==> src/rtl/sin_pkg.sv <==
// Shared constants and state type for the sine lookup path and its inverse.
package sin_pkg;
  localparam int SIN_ADDR_W  = 12;
  localparam int SIN_DATA_W  = 16;
  localparam int SIN_FRAC_W  = 2;
  localparam int SIN_PHASE_W = SIN_ADDR_W + SIN_FRAC_W;
  localparam int LATENCY     = 2 * SIN_ADDR_W + 5;

  typedef enum logic [2:0] {
    ST_IDLE,
    ST_SEARCH,
    ST_FETCH0,
    ST_FETCH1,
    ST_FRAC,
    ST_DONE
  } sin_state_e;
endpackage

==> src/rtl/sin_frac_cmp.sv <==
// Quarter-step fraction: how many of the three interpolated points between t0 and t1
// lie at or below v, clamped to 0 at the last table entry or when v is below t0.
module sin_frac_cmp
  import sin_pkg::*;
#(
  parameter int DATA_W = SIN_DATA_W
) (
  input  logic [DATA_W-1:0]     t0,
  input  logic [DATA_W-1:0]     t1,
  input  logic [DATA_W-1:0]     v,
  input  logic                  is_last,
  output logic [SIN_FRAC_W-1:0] frac
);
  logic [2:0] le;

  generate
    for (genvar gi = 1; gi <= 3; gi++) begin : g_step
      logic [DATA_W+1:0] sum;
      // Two extra bits hold 4*max without overflow before the divide by 4.
      assign sum = ({2'b00, t0} * (DATA_W+2)'(4 - gi)) + ({2'b00, t1} * (DATA_W+2)'(gi));
      assign le[gi-1] = (sum[DATA_W+1:2] <= v);
    end
  endgenerate

  always_comb begin
    frac = {1'b0, le[0]} + {1'b0, le[1]} + {1'b0, le[2]};
    if (is_last || (v < t0)) begin
      frac = '0;
    end
  end
endmodule

==> src/rtl/sin_phase_inv.sv <==
// Inverse sine lookup: binary search over the ROM, then quarter-step interpolation.
// Define SIN_PHASE_INV_RANGE_EN to add the out_range flag.
module sin_phase_inv
  import sin_pkg::*;
#(
  parameter int ADDR_W = SIN_ADDR_W,
  parameter int DATA_W = SIN_DATA_W,
  parameter int FRAC_W = SIN_FRAC_W
) (
  input  logic                     clk,
  input  logic                     rst_n,
  input  logic                     in_valid,
  output logic                     in_ready,
  input  logic [DATA_W-1:0]        in_val,
  output logic [ADDR_W-1:0]        tbl_addr,
  input  logic [DATA_W-1:0]        tbl_data,
  output logic                     out_valid,
  input  logic                     out_ready,
`ifdef SIN_PHASE_INV_RANGE_EN
  output logic                     out_range,
`endif
  output logic [ADDR_W+FRAC_W-1:0] out_phase
);
  localparam int BIT_W = $clog2(ADDR_W);

  sin_state_e                state_q, state_d;
  logic                      ph_q, ph_d;
  logic [DATA_W-1:0]         v_q, v_d;
  logic [ADDR_W-1:0]         idx_q, idx_d;
  logic [BIT_W-1:0]          bit_q, bit_d;
  logic [DATA_W-1:0]         t0_q, t0_d;
  logic [DATA_W-1:0]         t1_q, t1_d;
  logic [ADDR_W+FRAC_W-1:0]  phase_q, phase_d;
  logic [ADDR_W-1:0]         probe;
  logic                      at_max;
  logic [FRAC_W-1:0]         frac;
`ifdef SIN_PHASE_INV_RANGE_EN
  logic                      range_q, range_d;
`endif

  assign probe  = idx_q | (ADDR_W'(1) << bit_q);
  assign at_max = &idx_q;

  sin_frac_cmp #(.DATA_W(DATA_W)) u_frac (
    .t0      (t0_q),
    .t1      (t1_q),
    .v       (v_q),
    .is_last (at_max),
    .frac    (frac)
  );

  always_comb begin
    state_d  = state_q;
    ph_d     = 1'b0;
    v_d      = v_q;
    idx_d    = idx_q;
    bit_d    = bit_q;
    t0_d     = t0_q;
    t1_d     = t1_q;
    phase_d  = phase_q;
    tbl_addr = '0;
`ifdef SIN_PHASE_INV_RANGE_EN
    range_d  = range_q;
`endif
    // ph_q selects the address cycle (0) or the data-sample cycle (1) of each read.
    case (state_q)
      ST_IDLE: begin
        if (in_valid) begin
          v_d     = in_val;
          idx_d   = '0;
          bit_d   = BIT_W'(ADDR_W - 1);
          state_d = ST_SEARCH;
        end
      end
      ST_SEARCH: begin
        tbl_addr = probe;
        ph_d     = ~ph_q;
        if (ph_q) begin
          if (tbl_data <= v_q) idx_d = probe;
          if (bit_q == '0) state_d = ST_FETCH0;
          else             bit_d   = bit_q - 1'b1;
        end
      end
      ST_FETCH0: begin
        tbl_addr = idx_q;
        ph_d     = ~ph_q;
        if (ph_q) begin
          t0_d    = tbl_data;
          state_d = ST_FETCH1;
        end
      end
      ST_FETCH1: begin
        tbl_addr = at_max ? idx_q : idx_q + 1'b1;
        ph_d     = ~ph_q;
        if (ph_q) begin
          t1_d    = tbl_data;
          state_d = ST_FRAC;
        end
      end
      ST_FRAC: begin
        phase_d = {idx_q, frac};
`ifdef SIN_PHASE_INV_RANGE_EN
        // t0 is table[0] when idx is 0 and table[max] when idx is max.
        range_d = ((idx_q == '0) && (v_q < t0_q)) || (at_max && (v_q > t0_q));
`endif
        state_d = ST_DONE;
      end
      ST_DONE: begin
        if (out_ready) state_d = ST_IDLE;
      end
      default: state_d = ST_IDLE;
    endcase
  end

  always_ff @(posedge clk or negedge rst_n) begin
    if (!rst_n) begin
      state_q <= ST_IDLE;
      ph_q    <= 1'b0;
      v_q     <= '0;
      idx_q   <= '0;
      bit_q   <= '0;
      t0_q    <= '0;
      t1_q    <= '0;
      phase_q <= '0;
`ifdef SIN_PHASE_INV_RANGE_EN
      range_q <= 1'b0;
`endif
    end else begin
      state_q <= state_d;
      ph_q    <= ph_d;
      v_q     <= v_d;
      idx_q   <= idx_d;
      bit_q   <= bit_d;
      t0_q    <= t0_d;
      t1_q    <= t1_d;
      phase_q <= phase_d;
`ifdef SIN_PHASE_INV_RANGE_EN
      range_q <= range_d;
`endif
    end
  end

  assign in_ready  = (state_q == ST_IDLE);
  assign out_valid = (state_q == ST_DONE);
  assign out_phase = phase_q;
`ifdef SIN_PHASE_INV_RANGE_EN
  assign out_range = range_q;
`endif
endmodule

==> config.mk <==
export PLATFORM = sky130hd
export DESIGN_NAME = sin_phase_inv
export DESIGN_NICKNAME = d
export VERILOG_FILES = /design/src/rtl/sin_pkg.sv /design/src/rtl/sin_frac_cmp.sv /design/src/rtl/sin_phase_inv.sv
export SDC_FILE = /design/constraint.sdc
export NUM_CORES = 1
export LEC_CHECK = 0
export ABC_AREA = 1
export CORE_ASPECT_RATIO = 1.2
export CORE_MARGIN = 5
export CORE_UTILIZATION = 30
export CTS_BUF_LIST = sky130_fd_sc_hd__clkbuf_8
export DETAILED_ROUTE_END_ITERATION = 16
export PLACE_DENSITY_LB_ADDON = 0.2
export SYNTH_ARGS = -nofsm -noshare
export SYNTH_HDL_FRONTEND = slang
export SYNTH_SLANG_ARGS = --single-unit
==> constraint.sdc <==
create_clock -name clk -period 4.4 [get_ports clk]
set_input_delay 1.1 -clock clk [delete_from_list [all_inputs] [get_ports clk]]
set_output_delay 1.1 -clock clk [all_outputs]
set_load 0.05 [all_outputs]
# Word level (Yosys, flattened, before mapping)
# Cells that the tools add are included.
[totals]
ff_bits = 82
inputBits = 36
out_inout_bits = 28
wordCells = 69
[classes]
n_addsub = 7
n_mul = 2
n_lt_le_gt_ge = 5
n_eq_ne = 13
shift = 1
mux = 19
n_bitwise = 2
reduce_logical = 12
[ops]
columns = ["cell", "count"]
rows = [
  ["16-bit <= comparator", 4],
  ["12-bit two-way mux", 4],
  ["16-bit by 2-bit multiplier with 18-bit output, second input constant", 2],
  ["12-bit case mux with 3 select lines", 1],
  ["12-bit case mux with 2 select lines", 1],
  ["16-bit by 18-bit adder with 18-bit output", 1],
  ["17-bit by 17-bit adder with 18-bit output", 1],
  ["18-bit by 16-bit adder with 18-bit output", 1],
  ["3-bit two-way mux", 6],
  ["3-bit case mux with 6 select lines", 1],
  ["16-bit less-than comparator", 1],
  ["2-bit inequality test, second input constant", 7],
  ["12-bit by 1-bit adder with 12-bit output, second input constant", 1],
  ["4-bit two-way mux", 3],
  ["12-bit OR", 1],
  ["12-bit AND reduction", 1],
  ["1-bit by 4-bit left shift with 12-bit output, first input constant", 1],
  ["4-bit case mux with 2 select lines", 1],
  ["4-bit AND reduction", 2],
  ["3-bit by 2-bit == test with 1-bit output, second input constant", 2],
  ["3-bit == test, second input constant", 2],
  ["2-bit AND reduction", 3],
  ["6-bit AND reduction", 1],
  ["4-bit logical NOT", 1],
  ["other kinds (12)", 12],
]

# Longest topological paths before layout
# Gate-level depths: netlist (run 1).
[logic_depth]
ltp_word = 6
ltp_mapped = 22
ltp_nobuf = 22

# Hierarchy
# From an unflattened synthesis (run 1), not the netlist that was laid out.
[hier_totals]
cells_unflattened = 1205
area_unflattened_um2 = 8757.1
[modules_own_cells]
columns = ["mod", "n_inst", "cells_per_inst", "area_per_inst_um2", "seq_area_each_um2"]
rows = [
  ["sin_frac_cmp", 1, 673, 4509.3, 0.0],
  ["sin_phase_inv", 1, 532, 4247.8, 2052.0],
]

# Least setup slack after synthesis (run 1)
# Ideal clock, no wire load.
[synth_timing]
path_type = "register to register"
startpoint = "register t0_q[2]"
endpoint = "register phase_q[0] (netlist: out_phase[0])"
setup_time_ns = 0.066
t_arrival_ns = 3.844
required_time_ns = 4.334
setup_slack_ns = 0.490
stages_incl_launch_ff = 18
n_path_buf = 0
period_less_slack_ns = 3.910
cell_sequence = "dfrtp_1 > fa_1 > inv_1 > fa_1 > o21ai_0 > nand2_1 > nand2_1 > a21oi_1 > xnor2_1 > ha_1 > nand2_1 > nor4_1 > o21ai_0 > a21oi_1 > fa_1 > nor2_1 > nand3_1 > nand2_1"
[synth_between]
elab_chain_cells = 6
elab_cells_between_ends = 12
cone_classes = "add/sub (5); mul (1); order compare (4); mux (1); reduce/logical (1)"
[synth_rtl]
columns = ["item", "line_no", "text"]
rows = [
  ["start: declaration", "sin_phase_inv.sv:31", "logic [DATA_W-1:0] t0_q, t0_d;"],
  ["start signal: assignment", "sin_phase_inv.sv:134", "t0_q <= t0_d;"],
  ["16-bit by 2-bit multiplier with 18-bit output", "sin_frac_cmp.sv:20", "assign sum = ({2'b00, t0} * (DATA_W+2)'(4 - gi)) + ({2'b00, t1} * (DATA_W+2)'(gi));"],
  ["18-bit by 16-bit adder with 18-bit output", "sin_frac_cmp.sv:20", ""],
  ["16-bit <= comparator", "sin_frac_cmp.sv:21", "assign le[gi-1] = (sum[DATA_W+1:2] <= v);"],
  ["1-bit by 1-bit adder with 2-bit output", "sin_frac_cmp.sv:26", "frac = {1'b0, le[0]} + {1'b0, le[1]} + {1'b0, le[2]};"],
  ["2-bit by 1-bit adder with 2-bit output", "sin_frac_cmp.sv:26", ""],
  ["2-bit two-way mux (*)", "sin_frac_cmp.sv:27", "if (is_last || (v < t0)) begin"],
  ["end signal: assignment", "sin_phase_inv.sv:136", "phase_q <= phase_d;"],
  ["end: declaration", "sin_phase_inv.sv:33", "logic [ADDR_W+FRAC_W-1:0] phase_q, phase_d;"],
]
# Every way passes the cells marked *; elsewhere a longest branch is shown, timed or not.
# A chain may end at the register's enable or synchronous reset.

# Worst setup path in the final report (run 1)
[layout_timing]
startpoint = "register idx_q[0]"
endpoint = "output tbl_addr[7]"
[layout_between]
elab_chain_cells = 3
elab_cells_between_ends = 4
cone_classes = "add/sub (1); mux (2); reduce/logical (1)"
[layout_rtl]
columns = ["item", "line_no", "text"]
rows = [
  ["start: declaration", "sin_phase_inv.sv:29", "logic [ADDR_W-1:0] idx_q, idx_d;"],
  ["start signal: assignment", "sin_phase_inv.sv:132", "idx_q <= idx_d;"],
  ["12-bit by 1-bit adder with 12-bit output or 12-bit AND reduction (tied branches)", "sin_phase_inv.sv:93, sin_phase_inv.sv:42", ""],
  ["12-bit two-way mux (*)", "sin_phase_inv.sv:93", "tbl_addr = at_max ? idx_q : idx_q + 1'b1;"],
  ["12-bit case mux with 3 select lines (*)", "sin_phase_inv.sv:66", "case (state_q)"],
  ["end: declaration", "sin_phase_inv.sv:15", "output logic [ADDR_W-1:0] tbl_addr,"],
]
# Marked as above.

==> flow_summary.yaml, run 1 <==
worst_setup_path:
  timing.rr.start: "t1_q[2]"
  cp-startpoint: "idx_q[0]"
  path_class: "reg -> out"
  critPathRequiredTime_ns: 3.30
  critPathArrivalTime_ns: 3.01
  cp-start-kind: "flip-flop"
  crit_fanout: 9
  cp-end-kind: "output pin"
route:
  ant_nets: 0
  wl_per_cell_um: 16.0
  dr.pass1.iters: 4
  dr.first_iter.drc_count: 283
  drcViolationCount: 0
  drt_wl_total_um: 25600
  num_vias: 7868
  vias_per_cell: 4.91
grt:
  use_met1_pct: 20.6
  antenna_found_initial: 0
  use_met3_pct: 2.66
  grt_overflow_total: 0
  grt_pass1_vias: 8039
  grt_max_degree: 70
  grt_util_all_layers_pct: 16.3
  gr-usage-met2_pct: 28.4
  grt_pass1_wl_um: 41400
  grt-busiest-layer: "met2"
clock_tree:
  root_buffer: "clkbuf_8"
  htreeDepth: 3
  clkLatencyLatePin_ns: 0.40
  cts_inserted_buffers: 9
  clockBufferDepth: 2
  clock-sinks: 82
  cts_tree: "built"
  clkTransAtPathRegs_ns: 0.10
placement:
  gp_congestion: 0.900
  io_buffers: 63
  hpwl_um: 21000
  pre_cts_ws_ns: 0.0950
  dpl_cell_area_um2: 9700
timing:
  setup_ws_ns: 0.287
  slew_headroom_pct: 28.1
  final-hold-violation-count: 0
  rsz0062_at_grt: "false"
  post-route-period-util_pct: 93.5
  report.final.slew_viol_count: 0
  tns_ns: 0
  finClkSkew_ns: 0.00768
  fmax_mhz: 243
  setup_viol_count_final: 0
  tightest_slew_ns: 1.08
  min_period_ns: 4.11
final_layout:
  syn_to_final_growth_pct: 16.2
  final_cell_mix: "nand2_1, inv_1, ha_1"
  antenna_cells: 0
  drive_above_1_share_pct: 5.64
  nNetsFinal: 1421
  post-route-cell-area_um2: 9980
  final_common_cell: "nand2_1"
synthesis:
  netlist_area_um2: 8580
  yosysSeqAreaShare_pct: 23.9
  postSynthNetCount: 1347
  synth_cell_type_count: 45
  ys.warnings.count: 0
  syn_avg_cell_area_um2: 7.49
  ys_ff_latch: 82
  netlist_instances: 1146
run:
  maxCapViolations: 0
run_status:
  outcome: "completed"
floorplanning:
  die_area_um2: 32100
  ios: 64
  die_w_um: 164
  initial_core_util_pct: 30.6
  num_rows: 67
  coreArea_um2: 28100
  fp.dieH_um: 195
hold_path:
  hold_start: "out_phase[2]"
  hp-class: "reg -> reg"
critical path, cell delays in order, from the launching register on:
cell and delay (ns):
dfrtp_1 0.55, ha_1 0.27, nand2_1 0.12, nor3_4 0.26, nand4_4 0.23, nand2_1 0.11, nor2_1 0.04, o21ai_1 0.19
clkdlybuf4s50_1 0.84
logic make-up after synthesis:
group	share of synthesized area, %
fa+ha+maj	27.0
simple gates	21.9
buf+inv	7.13
compound gates	16.4
xor+xnor	3.67
flops	23.9
worst paths after layout:
| path | to | slack [ns] | depth (start not counted) |
|---|---|---|---|
| min in group asynchronous | v_q[12] | 0.84 | 1 |
| max in group asynchronous | out_phase[13] | 2.79 | 2 |
| worst max register to register | out_phase[0] | 0.31 | 18 |
| worst min register to register | out_phase[2] | 0.51 | 2 |
| worst max-delay path | tbl_addr[7] | 0.29 | 8 |
| worst min-delay path | out_phase[2] | 0.51 | 2 |
area by class of cell:
cell class,count,area (um^2)
clock inverter,6,67.6
inverter,136,512
tap,379,474
multi-input combinational,909,5970
clock buffer,9,124
timing repair buffer,82,771
sequential,82,2060
fill,2943,18100
sequential cells by signal, summed over array words and instances, names as in the netlist:
signal	count
t0_q	16
ph_q	1
bit_q	4
idx_q	12
out_phase	14
v_q	16
t1_q	16
state_q	3
layer usage:
layer / up-vias / share of wire (%)
met1: 3727 / 44
met3: 33 / 3.5
met4: 0 / 2.7
met2: 140 / 49
li1: 3968 / -
met5: - / 0
per-stage QoR:
stage | utilization (%) | cells | hold slack [ns]
2_1_floorplan | - | 1146 | 0.475
3_3_place_gp | 34.5 | 1584 | 0.475
3_5_place_dp | 34.5 | 1584 | 0.479
4_1_cts | 35.2 | 1599 | 0.511
5_1_grt | 35.5 | 1603 | 0.536
6_report | 35.5 | 1603 | 0.505
synth_stat cells (all sizes together):
library cell / count / share of area (%)
a21oi: 133 / 7.8
o21bai: 5 / 0.44
nor3: 10 / 0.77
a31oi: 2 / 0.15
ha: 131 / 19
a21o: 8 / 0.70
nand2b: 1 / 0.073
nand2: 271 / 12
nand3b: 3 / 0.26
and3: 1 / 0.073
clkbuf: 8 / 0.47
fa: 34 / 7.9
a21boi: 2 / 0.17
o221ai: 1 / 0.10
o31ai: 2 / 0.17
nand4: 7 / 0.69
a22oi: 2 / 0.17
nor2: 81 / 3.7
o21ai: 93 / 5.5
xnor2: 10 / 1.0
inv: 134 / 5.9
nand3: 67 / 3.9
nor4: 6 / 0.51
dfrtp: 82 / 24
o211ai: 4 / 0.35
xor2: 26 / 2.7
o21a: 6 / 0.52
o22ai: 2 / 0.22
o311ai: 1 / 0.10
clkinv: 2 / 0.10
buf: 11 / 0.70
what timing repair did:
| action | 4_1_cts | 5_1_grt |
|---|---|---|
| buffers inserted | 0 | 4 |
| hold endpoints to repair | 0 | 0 |
| hold buffers | 0 | 0 |
| gates resized for setup | 0 | 18 |
| endpoints found under the setup margin | 0 | 2 |
Power of run 1 is left out: the tool's default activity adds up to more than one toggle a clock period on the data nets, which glitch-free logic cannot reach.
==> run 2: changes to the inputs <==
--- a/config.mk
+++ b/config.mk
@@ -7,7 +7,7 @@
 export LEC_CHECK = 0
 export ABC_AREA = 1
 export CORE_ASPECT_RATIO = 1.2
-export CORE_MARGIN = 5
+export CORE_MARGIN = 4
 export CORE_UTILIZATION = 30
 export CTS_BUF_LIST = sky130_fd_sc_hd__clkbuf_8
 export DETAILED_ROUTE_END_ITERATION = 16
@@ -15,3 +15,4 @@
 export SYNTH_ARGS = -nofsm -noshare
 export SYNTH_HDL_FRONTEND = slang
 export SYNTH_SLANG_ARGS = --single-unit
+export TNS_END_PERCENT = 30
==> constraint.sdc (replaced) <==
create_clock -name clk -period 3.3 [get_ports clk]
set_input_delay 0.825 -clock clk [delete_from_list [all_inputs] [get_ports clk]]
set_output_delay 0.825 -clock clk [all_outputs]
set_load 0.05 [all_outputs]
==> run 2 against run 1 <==
Compared with the run above: the flow now finishes with violations (negative setup slack); first-iteration DRC count grew 2.1%; sequential share of layout area shrank 2.8 points; clock skew grew 0.0036 ns; wire length grew 4.9%; register-to-register slack lost 0.95 ns; flip-flop and latch count is the same; highest routed layer unchanged; die area shrank 2.2%; count of clock-buffer cells in the layout grew 3; setup slack lost 0.93 ns; final area grew 16%; final cell count grew 9.9%; critical path depth grew 11.
==> flow_summary.yaml, run 2 (synthesis results as in run 1) <==
route:
  ant_nets: 0
  num_vias: 8405
  wl_per_cell_um: 15.3
  dr.pass1.iters: 5
  dr.first_iter.drc_count: 289
  vias_per_cell: 4.77
  drcViolationCount: 0
  drt_wl_total_um: 26900
floorplanning:
  num_rows: 67
  ios: 64
  fp.dieH_um: 193
  coreArea_um2: 28100
  die_area_um2: 31400
  die_w_um: 162
  initial_core_util_pct: 30.6
worst_setup_path:
  crit_fanout: 4
  cp-end-kind: "flip-flop"
  critPathRequiredTime_ns: 3.59
  reg2reg_depth: 19
  cp-start-kind: "flip-flop"
  critPathArrivalTime_ns: 4.23
  path_class: "reg -> reg"
final_layout:
  antenna_cells: 0
  top_regs: "t0_q (16), t1_q (16), v_q (16)"
  syn_to_final_growth_pct: 35.0
  nFillCells: 2923
  nNetsFinal: 1579
  final_common_cell: "nand2_1"
  drive_above_1_share_pct: 20.7
  final_cell_mix: "nand2_1, buf_4, inv_1"
  multi_input_area_um2: 6210
  regArea_um2: 2070
timing:
  finClkSkew_ns: 0.0112
  report.final.slew_viol_count: 0
  post-route-period-util_pct: 119
  slew_headroom_pct: 44.8
  setup_viol_count_final: 2
  min_period_ns: 3.94
  fmax_mhz: 254
  setup_ws_ns: -0.641
  tightest_slew_ns: 0.826
  final-hold-violation-count: 0
  rsz0062_at_grt: "true"
placement:
  pre_cts_ws_ns: -0.828
  io_buffers: 63
  gp_congestion: 0.901
  hpwl_um: 22300
grt:
  grt_pass1_vias: 8752
  antenna_found_initial: 0
  grt_pass1_wl_um: 43800
  grt_max_degree: 50
  grt_overflow_total: 0
  grt_util_all_layers_pct: 17.3
clock_tree:
  cts_inserted_buffers: 9
  htreeDepth: 3
  clockBufferDepth: 2
  clkLatencyLatePin_ns: 0.39
  cts_tree: "built"
  clkTransAtPathRegs_ns: 0.09
  root_buffer: "clkbuf_8"
  clock-sinks: 82
  hold_buffers: 0
run:
  maxCapViolations: 0
hold_path:
  hp-class: "in -> async"
run_status:
  outcome: "complete, but fails checks"
  violations: "negative setup slack"
==> run 2: final timing paths <==
path | startpoint | end | slack (ns)
worst max-delay path | t1_q[2] | out_phase[0] | -0.64
worst min-delay path | rst_n | v_q[15] | 0.38
worst max register to register | t1_q[2] | out_phase[0] | -0.64
worst min register to register | out_phase[0] | out_phase[0] | 0.50
max in group asynchronous | rst_n | state_q[0] | 2.29
min in group clk | out_phase[0] | out_phase[0] | 0.50
==> run 2: cell type report <==
type / count / area share, %
clock inverters: 4 / 0.227
multi-input cells: 909 / 53.6
inverters: 136 / 4.41
flip-flops and latches: 82 / 17.8
clock buffers: 12 / 1.42
repair buffers: 240 / 18.5
well taps: 379 / 4.09
==> run 2: worst max-delay path: stages (launching register included) <==
cell      delay [ns]
dfrtp_2         0.46
fa_1            0.59
inv_2           0.05
fa_2            0.39
o21ai_4         0.18
buf_4           0.14
nand3_1         0.07
nand3_2         0.11
nand2_1         0.06
o211ai_1        0.08
ha_1            0.27
nand2_1         0.15
buf_4           0.14
o21ai_0         0.08
a21oi_1         0.28
a21oi_4         0.12
fa_1            0.50
nor2_1          0.04
nand3_1         0.09
nand2_1         0.05
==> run 2: timing repair <==
item | in CTS | in global routing
endpoints found under the setup margin | 2 | 5
setup buffers | 7 | 4
resized for setup | 35 | 19
pin swaps | 34 | 19
==> run 2: layer usage <==
layer	vias up	part of all wire (%)	wire length (um)	track usage, %
met2	120	51	13800	31.4
met5	-	0	0	0
li1	4286	-	-	-
met4	0	1.7	446	4.61
met1	3968	44	11900	21.2
met3	31	2.9	771	2.58
==> run 2: per-stage QoR <==
| stage | instance area, um^2 | hold WS (ns) | util, % | cells | TNS [ns] |
|---|---|---|---|---|---|
| finish | 11600 | 0.382 | 41.3 | 1762 | -1.18 |
| global route | 11600 | 0.409 | 41.3 | 1762 | -1.67 |
| CTS | 11400 | 0.389 | 40.8 | 1758 | -1.12 |
| detailed placement | 11100 | 0.475 | 39.4 | 1736 | -1.56 |
| global placement | 11100 | 0.475 | 39.4 | 1736 | -1.52 |
| floorplan | 8630 | 0.475 | - | 1146 | -0.336 |
Power of run 2 is left out for the same reason.
